`config.mk`:
```
export PLATFORM = sky130hd
export DESIGN_NAME = load_store_unit
export DESIGN_NICKNAME = d
export VERILOG_FILES = /design/src/rtl/load_store_unit.sv
export SDC_FILE = /design/constraint.sdc
export NUM_CORES = 1
export LEC_CHECK = 0
export CELL_PAD_IN_SITES_DETAIL_PLACEMENT = 0
export CELL_PAD_IN_SITES_GLOBAL_PLACEMENT = 1
export CORE_UTILIZATION = 38
export DETAILED_ROUTE_END_ITERATION = 10
export DONT_BUFFER_PORTS = 1
export PLACE_DENSITY_LB_ADDON = 0.1
export SYNTH_ARGS = -nofsm -noshare
export SYNTH_HDL_FRONTEND = slang
export SYNTH_SLANG_ARGS = --single-unit
```
`constraint.sdc`:
```
create_clock -name clk -period 1.6 [get_ports clk]
set_input_delay 0.16 -clock clk [delete_from_list [all_inputs] [get_ports clk]]
set_output_delay 0.16 -clock clk [all_outputs]
set_load 0.03 [all_outputs]
```
`src/rtl/load_store_unit.sv`:
```
// ---------------------------------------------------------------------------
// load_store_unit
//
// MEM-stage sequencer in front of a word-wide, synchronous-read DataMemory.
// Converts RISC-V byte/half/word loads and stores into whole-word accesses:
//   - SW is a single-cycle write issued straight from the request.
//   - Loads read the word, then extract the lane and sign/zero-extend it.
//   - SB/SH read the word, merge the new lane(s), then write the word back.
// Upstream stages are frozen with stall while a multi-cycle access runs.
//
// State table
//   state       | meaning
//   ------------+-----------------------------------------------------------
//   IDLE        | accept a request, run fault check, issue SW or the read
//   LD_WAIT     | read data on dm_out, register extended load result
//   LD_DONE     | rdata_valid high, stall released, pipeline advances
//   RMW_MERGE   | read data on dm_out, register merged word
//   RMW_WRITE   | write merged word back, stall released
//
// Ports
//   clk           rising-edge clock
//   rst           synchronous reset, active-high
//   req_valid     memory op presented (held stable while stall=1)
//   req_we        1=store, 0=load
//   req_size      00=byte, 01=half, 10=word, 11=illegal
//   req_unsigned  loads: 1=zero-extend, 0=sign-extend
//   req_addr      byte address
//   req_wdata     store data (low byte/half used for SB/SH)
//   stall         freeze upstream stages
//   rdata_valid   one-cycle pulse, rdata holds the load result
//   rdata         registered load result, held until the next load completes
//   fault         one-cycle pulse for misaligned/out-of-range/illegal size
//   dm_addr       DataMemory word index (zero-extended)
//   dm_in         DataMemory write data
//   dm_wr         DataMemory write enable
//   dm_out        DataMemory read data, valid the cycle after a read
// ---------------------------------------------------------------------------
module load_store_unit #(
    parameter int DM_WORDS = 32
) (
    input  logic        clk,
    input  logic        rst,
    input  logic        req_valid,
    input  logic        req_we,
    input  logic [1:0]  req_size,
    input  logic        req_unsigned,
    input  logic [31:0] req_addr,
    input  logic [31:0] req_wdata,
    output logic        stall,
    output logic        rdata_valid,
    output logic [31:0] rdata,
    output logic        fault,
    output logic [31:0] dm_addr,
    output logic [31:0] dm_in,
    output logic        dm_wr,
    input  logic [31:0] dm_out
);

    localparam logic [2:0] S_IDLE      = 3'd0;
    localparam logic [2:0] S_LD_WAIT   = 3'd1;
    localparam logic [2:0] S_LD_DONE   = 3'd2;
    localparam logic [2:0] S_RMW_MERGE = 3'd3;
    localparam logic [2:0] S_RMW_WRITE = 3'd4;

    localparam logic [1:0] SZ_BYTE = 2'b00;
    localparam logic [1:0] SZ_HALF = 2'b01;
    localparam logic [1:0] SZ_WORD = 2'b10;
    localparam logic [1:0] SZ_ILL  = 2'b11;

    localparam logic [29:0] DM_WORDS_W = 30'(DM_WORDS);

    logic [2:0]  state;
    logic [2:0]  state_nx;

    logic [31:0] addr_q;
    logic [1:0]  size_q;
    logic        uns_q;
    logic [15:0] wdata_q;   // only the low half is ever needed after acceptance
    logic [31:0] merged_q;

    logic        req_misalign;
    logic        req_range;
    logic        req_illegal;
    logic        req_fault;
    logic        accept;

    logic        stall_c;
    logic        wr_c;
    logic [31:0] dm_addr_c;
    logic [31:0] dm_in_c;

    logic [7:0]  lane_byte;
    logic [15:0] lane_half;
    logic [31:0] ld_ext;
    logic [31:0] merge_c;

    // ---------------------------------------------------------------------
    // Request screening (IDLE only)
    // ---------------------------------------------------------------------
    always_comb begin
        req_misalign = ((req_size == SZ_HALF) && req_addr[0]) ||
                       ((req_size == SZ_WORD) && (req_addr[1:0] != 2'b00));
        req_range    = (req_addr[31:2] >= DM_WORDS_W);
        req_illegal  = (req_size == SZ_ILL);
        req_fault    = req_misalign | req_range | req_illegal;
        accept       = (state == S_IDLE) && req_valid && !req_fault;
    end

    // ---------------------------------------------------------------------
    // Next state and memory-side drive
    // ---------------------------------------------------------------------
    always_comb begin
        state_nx  = state;
        stall_c   = 1'b0;
        wr_c      = 1'b0;
        dm_addr_c = {2'b00, addr_q[31:2]};
        dm_in_c   = 32'h0;

        case (state)
            S_IDLE: begin
                dm_addr_c = {2'b00, req_addr[31:2]};
                if (accept) begin
                    if (req_we && (req_size == SZ_WORD)) begin
                        wr_c    = 1'b1;
                        dm_in_c = req_wdata;
                    end else if (req_we) begin
                        stall_c  = 1'b1;
                        state_nx = S_RMW_MERGE;
                    end else begin
                        stall_c  = 1'b1;
                        state_nx = S_LD_WAIT;
                    end
                end
            end
            S_LD_WAIT: begin
                stall_c  = 1'b1;
                state_nx = S_LD_DONE;
            end
            S_LD_DONE: begin
                // Pipeline advances on this edge; the held request is the
                // load that just finished, so nothing is accepted here.
                state_nx = S_IDLE;
            end
            S_RMW_MERGE: begin
                stall_c  = 1'b1;
                state_nx = S_RMW_WRITE;
            end
            S_RMW_WRITE: begin
                wr_c     = 1'b1;
                dm_in_c  = merged_q;
                state_nx = S_IDLE;
            end
            default: begin
                state_nx = S_IDLE;
            end
        endcase
    end

    // A reset cycle must never write memory, whatever state we are in.
    assign dm_wr   = wr_c & ~rst;
    assign stall   = stall_c & ~rst;
    assign dm_addr = dm_addr_c;
    assign dm_in   = dm_in_c;

    // ---------------------------------------------------------------------
    // Load lane extraction and extension
    // ---------------------------------------------------------------------
    always_comb begin
        lane_byte = 8'h0;
        case (addr_q[1:0])
            2'd0:    lane_byte = dm_out[7:0];
            2'd1:    lane_byte = dm_out[15:8];
            2'd2:    lane_byte = dm_out[23:16];
            default: lane_byte = dm_out[31:24];
        endcase

        lane_half = addr_q[1] ? dm_out[31:16] : dm_out[15:0];

        case (size_q)
            SZ_BYTE: ld_ext = uns_q ? {24'h0, lane_byte}
                                    : {{24{lane_byte[7]}}, lane_byte};
            SZ_HALF: ld_ext = uns_q ? {16'h0, lane_half}
                                    : {{16{lane_half[15]}}, lane_half};
            default: ld_ext = dm_out;
        endcase
    end

    // ---------------------------------------------------------------------
    // Sub-word store merge
    // ---------------------------------------------------------------------
    always_comb begin
        merge_c = dm_out;
        if (size_q == SZ_BYTE) begin
            case (addr_q[1:0])
                2'd0:    merge_c[7:0]   = wdata_q[7:0];
                2'd1:    merge_c[15:8]  = wdata_q[7:0];
                2'd2:    merge_c[23:16] = wdata_q[7:0];
                default: merge_c[31:24] = wdata_q[7:0];
            endcase
        end else if (addr_q[1]) begin
            merge_c[31:16] = wdata_q;
        end else begin
            merge_c[15:0] = wdata_q;
        end
    end

    // ---------------------------------------------------------------------
    // Registers
    // ---------------------------------------------------------------------
    always_ff @(posedge clk) begin
        if (rst) begin
            state       <= S_IDLE;
            addr_q      <= 32'h0;
            size_q      <= 2'b00;
            uns_q       <= 1'b0;
            wdata_q     <= 16'h0;
            merged_q    <= 32'h0;
            rdata       <= 32'h0;
            rdata_valid <= 1'b0;
            fault       <= 1'b0;
        end else begin
            state       <= state_nx;
            rdata_valid <= (state == S_LD_WAIT);
            fault       <= (state == S_IDLE) && req_valid && req_fault;

            if (accept) begin
                addr_q  <= req_addr;
                size_q  <= req_size;
                uns_q   <= req_unsigned;
                wdata_q <= req_wdata[15:0];
            end

            if (state == S_LD_WAIT) begin
                rdata <= ld_ext;
            end

            if (state == S_RMW_MERGE) begin
                merged_q <= merge_c;
            end
        end
    end

endmodule

```
# After elaboration in Yosys (flattened, before gate mapping)

Index checks and enable logic that the tools add are counted.

Output and inout bits: 100
Input bits: 103
RAM bits: 0
Memories: 0
Bits in latches: 0
Word-level logic and storage cells: 67
Register bits after elaboration: 120
ROM bits: 0

Divide/modulo/power cells: 0
Bitwise gates (word level): 5
Multipliers: 0
Order comparisons: 1
Eq/ne operators: 11
$add $sub $neg: 0
Shift operators: 0
Muxes and demuxes: 26
Reductions and logical operators: 15

Operators by type and width:

| cell                  | number |
|---|---|
| $mux W32              | 5 |
| $pmux W32 S2          | 2 |
| $mux W16              | 3 |
| $mux W8               | 4 |
| $ge A30 B6 Y1 const B | 1 |
| $mux W30              | 1 |
| $pmux W8 S3           | 1 |
| $pmux W3 S3           | 1 |
| $eq A2 B1 Y1 const B  | 3 |
| $eq A2 B2 Y1 const B  | 3 |
| $logic_and A1 B1 Y1   | 6 |
| $mux W3               | 2 |
| $logic_not A2 Y1      | 2 |
| $mux W1               | 4 |
| $ne A2 B2 Y1 const B  | 2 |
| $pmux W1 S2           | 2 |
| $eq A3 B1 Y1 const B  | 1 |
| $eq A3 B2 Y1 const B  | 1 |
| $eq A3 B3 Y1 const B  | 1 |
| $logic_not A3 Y1      | 1 |
| $reduce_or A3 Y1      | 1 |
| $and A1 B1 Y1         | 2 |
| $mux W2               | 1 |
| $or A1 B1 Y1          | 2 |
| 6 further kinds       | 6 |

# Depth between registers and ports, before layout

Gate-level depths: netlist of run 1.

Depth in word-level cells: 10
Gate-level depth with buffers: 8
Depth with buffers taken out: 5

# Worst setup path after synthesis of run 1

No wires, ideal clock.

Path kind: register to output
From: register state[2]
To: output port stall
Stages on the path, launching flop included: 8
Arrival time: 1.874 ns
Path buffers: 2
Setup slack: -0.434 ns
Data required time: 1.440 ns
Cell sequence: dfxtp_1 -> nor3_2 -> nand2_1 -> nor4_4 -> buf_6 -> buf_8 -> a21oi_1 -> nor2_1

Cells in the longest elaborated chain, start to end: 6
Elaborated cells between the ends (all ways): 9
Those cells by class: eq/ne: 2; mux: 2; bitwise: 1; reduce/logical: 4

RTL lines:

| what                             | line     | RTL |
|---|---|---|
| start: declaration               | 72       | `logic [2:0] state;` |
| start signal: assignment         | 222      | `state <= state_nx;` |
| $logic_not A3 Y1                 | 106, 119 |  |
| $logic_and A1 B1 Y1 (2 in a row) | 106      | `accept = (state == S_IDLE) && req_valid && !req_fault;` |
| $mux W1                          | 122      | `if (accept) begin` |
| $pmux W1 S2 *                    | 119      | `case (state)` |
| $and A1 B1 Y1 *                  | 161      | `assign stall = stall_c & ~rst;` |
| end: declaration                 | 49       | `output logic stall,` |

Every way passes the cells marked *; elsewhere a longest branch is shown, timed or not.

# Worst setup path in the final report of run 1

From: register state[1]
To: output port dm_wr

Cells in the longest elaborated chain, start to end: 6
Elaborated cells between the ends (all ways): 7
Those cells by class: eq/ne: 1; mux: 2; bitwise: 1; reduce/logical: 3

RTL lines:

| what                             | line     | RTL |
|---|---|---|
| $logic_not A3 Y1                 | 106, 119 |  |
| $logic_and A1 B1 Y1 (2 in a row) | 106      |  |
| $mux W1                          | 122      |  |
| $pmux W1 S2 *                    | 119      |  |
| $and A1 B1 Y1 *                  | 160      | `assign dm_wr = wr_c & ~rst;` |
| end: declaration                 | 55       | `output logic dm_wr,` |

Marked as above.

==> results of run 1 <==
## cell type report
type	count	area, um2	area share
clock inverters	13	171	0.0217
well taps	184	230	0.0292
multi-input cells	458	3600	0.457
repair buffers	81	995	0.126
inverters	9	33.8	0.00428
clock buffers	19	443	0.0562
flip-flops and latches	120	2410	0.306
## state kept, by name (all words and copies together) (netlist names)
| name | flops |
|---|---|
| rdata | 32 |
| fault | 1 |
| addr_q | 32 |
| state | 3 |
| merged_q | 32 |
| wdata_q | 16 |
| uns_q | 1 |
| rdata_valid | 1 |
| size_q | 2 |
## layer usage
metal / GRT usage / part of all wire
met1: 0.293 / 0.43
met2: 0.392 / 0.48
met3: 0.0766 / 0.080
met4: 0.0911 / 0.018
met5: 0 / 0
## power breakdown
| part | internal, W | switching (W) | total [W] |
|---|---|---|---|
| Sequential | 0.00299 | 0.00000348 | 0.00299 |
| Combinational | 0.0000942 | 0.000147 | 0.000241 |
| Clock | 0.00250 | 0.00142 | 0.00393 |
## synthesized netlist by cell type
cell type	instances
dfxtp_1	120
nor2_1	107
a211oi_1	43
mux2i_1	42
clkbuf_1	39
nand2_1	39
a22o_1	34
o21ai_0	31
mux2_2	30
and2_1	27
nor3_1	21
a22oi_1	17
a311oi_1	14
inv_1	8
o211ai_1	8
buf_2	7
o21bai_1	7
buf_8	5
a21oi_1	3
buf_1	3
nand2b_1	3
nor2b_1	3
nor4_1	3
and4b_1	2
buf_4	2
buf_6	2
nand3b_1	2
nand4_1	2
nor4_2	2
o21a_1	2
o22ai_1	2
a21o_1	1
a31oi_1	1
clkinv_1	1
conb_1	1
mux4_2	1
nand3_1	1
nor3_2	1
nor3b_1	1
nor3b_2	1
nor4_4	1
o21ai_1	1
o31a_1	1
or2_2	1
xor2_1	1
## logic make-up (layout without fill, tap and decap cells)
family                 after synthesis  count (layout)  share of synthesized area
AND/OR/NAND/NOR                    217             217                      0.176
XOR/XNOR                             1               1                    0.00152
multiplexers                        73              73                      0.136
flip-flops                         120             120                      0.417
other                                1               2                   0.000651
buffers and inverters               67             122                     0.0589
AO/OA/AOI/OAI                      165             165                      0.210
## layout by cell type, fill, tap and decap left out, types with 4 or more instances in the layout
cell,synthesis,routed
clkinvlp_4,0,5
a211oi_2,0,11
a311oi_1,14,13
a22oi_1,17,13
mux2i_1,42,38
dfxtp_1,120,113
and2_1,27,26
nor3_1,21,21
dfxtp_2,0,7
inv_1,8,8
a22oi_2,0,4
o21bai_1,7,7
o211ai_1,8,8
a211oi_1,43,32
nand2_1,39,38
clkbuf_16,0,23
mux2i_2,0,4
nor2_1,107,102
a22o_4,0,32
buf_6,2,7
buf_4,2,49
mux2_4,0,30
buf_12,0,15
o21ai_0,31,31
## metrics by stage
stage | TNS, ps | setup slack (ps) | area, um2 | hold WS, ps | util
6_report | -28320 | -562 | 7890 | -178 | 0.539
5_1_grt | -34120 | -629 | 7890 | -199 | 0.539
4_1_cts | -28490 | -554 | 7550 | -204 | 0.516
3_5_place_dp | -28390 | -441 | 6460 | 245 | 0.441
3_3_place_gp | -21680 | -290 | 6460 | 245 | 0.441
2_1_floorplan | -6500 | -179 | 6050 | 307 | -
## path summary, 6_finish.rpt
kind | endpoint | depth (start not counted) | slack, ps
setup / recovery | dm_wr | 6 | -560
hold / removal | rdata[14] | 1 | -180
setup reg to reg | wdata_q[4] | 8 | -70
hold reg to reg | addr_q[10] | 1 | 460
## critical path, cell delays in order (launching register included)
cell	delay, ps
dfxtp_2	330
nor3_4	210
nand2_2	100
nor4_4	170
and4b_4	390
clkbuf_16	200
o21a_4	180
## timing repair
| item | in CTS | in global routing |
|---|---|---|
| endpoints found under the setup margin | 154 | 146 |
| resized for setup | 62 | 45 |
| pin swaps | 5 | 16 |
| hold endpoints to repair | 95 | 95 |
| cloned | 5 | 8 |
| buffers inserted | 9 | 10 |
==> metrics.csv, run 1 <==
stage;metric;value;unit
outcome;status;finished with violations;
outcome;violations in the final reports;negative hold slack, negative setup slack;
power_and_ir_drop;total power;0.00716;W
timing;Period minus WS final;2160;ps
global_routing;initial antenna violation count;0;
clocking;Clock transition at path regs;60;ps
timing;hold_ws;-178;ps
synthesis;Yosys cell types;45;
timing;Final Hold Fails;94;
global_routing;first-pass GRT wire length;28500;um
synthesis;top-area cell type share of the netlist area;0.417;
die;Vert. Die Dim;125;um
cells_and_area;Antenna Cells;0;
routing;vias;5075;
setup_path;Crit path arrival time;2000;ps
timing;RSZ-0062 raised after global routing;true;
die;die width;125;um
synthesis;synthesis-stage register bit count;120;
cells_and_area;Final nets;790;
clocking;total CTS buffers;17;
synthesis;top area cells in the synthesized netlist;dfxtp_1 42%, mux2i_1 7.3%, nor2_1 7.0%, mux2_2 5.9%, a211oi_1 5.6%;
cells_and_area;area grow syn2layout;37.0;%
timing;Setup Viol. Count Final;90;
worst_hold_path;worst hold-check path type;in -> reg;
setup_path;CP Max Fanout;7;
routing;Final ANT Viol Nets;0;
die;Die Area;15600;um2
power_and_ir_drop;peak supply drop;0.746;mV
die;core area;14600;um2
timing;Tcrit/Tclk final;1.35;
power_and_ir_drop;Pwr Density;908;nW/um2
timing;fmax;463;MHz
synthesis;Syn Inst Count;644;
setup_path;Crit Path Class;reg -> out;
synthesis;Avg Cell Area, Syn;8.94;um2
setup_path;Req. time, crit path;1440;ps
clocking;Max Buffers Root-to-Sink;2;
clocking;CTS Sinks;120;
synthesis;register area share after synthesis;0.417;
clocking;CTS tree;yes;
placed_design;Final HPWL DP;13100;um
power_and_ir_drop;leakage power;3.11;nW
worst_hold_path;hold path start;rst;
timing;worst setup margin;-562;ps
run;max cap viols;0;
setup_path;Worst setup EP type;primary output;
synthesis;Ys Warns;0;
clocking;clock root cell;clkbuf_16;
placed_design;dpl cells;825;
routing;WL final;19200;um
die;Initial Util;0.393;
setup_path;CP Launch Point;state[1];
routing;vias per cell;5.74;
global_routing;Tot GR Track Use;0.240;
die;cell row count;44;
placed_design;gpl congestion;0.837;
global_routing;Overflow after GRT;0;
clocking;Skew-Pair Late Insertion Delay;420;ps
global_routing;vias in the first global route;4971;
synthesis;Post-Syn Area;5760;um2
routing;DRC errors left;0;
placed_design;port bufs;0;
setup_path;Setup crit start kind;flip-flop;
global_routing;largest net degree at the start of global routing;99;
die;Ports;203;
clocking;# H-tree levels;4;
routing;drt first-iter violations;307;
routing;routed len/inst;21.8;um
synthesis;cell taking the most area after synthesis;dfxtp_1;
cells_and_area;fraction of layout cells with a size suffix above 1;0.319;
routing;first-pass detailed-route iteration total;7;
setup_path;reg-to-reg startpoint;state[1];
cells_and_area;Filler Cells Inserted;1343;
timing;Slew Limit Fails;0;
timing;Setup Skew;8.59;ps
cells_and_area;fin cells;884;
Note: power is estimated with default switching activity, not from simulation.
==> run 2: changes to the inputs <==
Settings changed: ABC_CLOCK_PERIOD_IN_PS from default to 1600, HOLD_SLACK_MARGIN from default to 0.03.
==> results of run 2 <==
Final layout, timing and power as in run 1 (identical DEF).
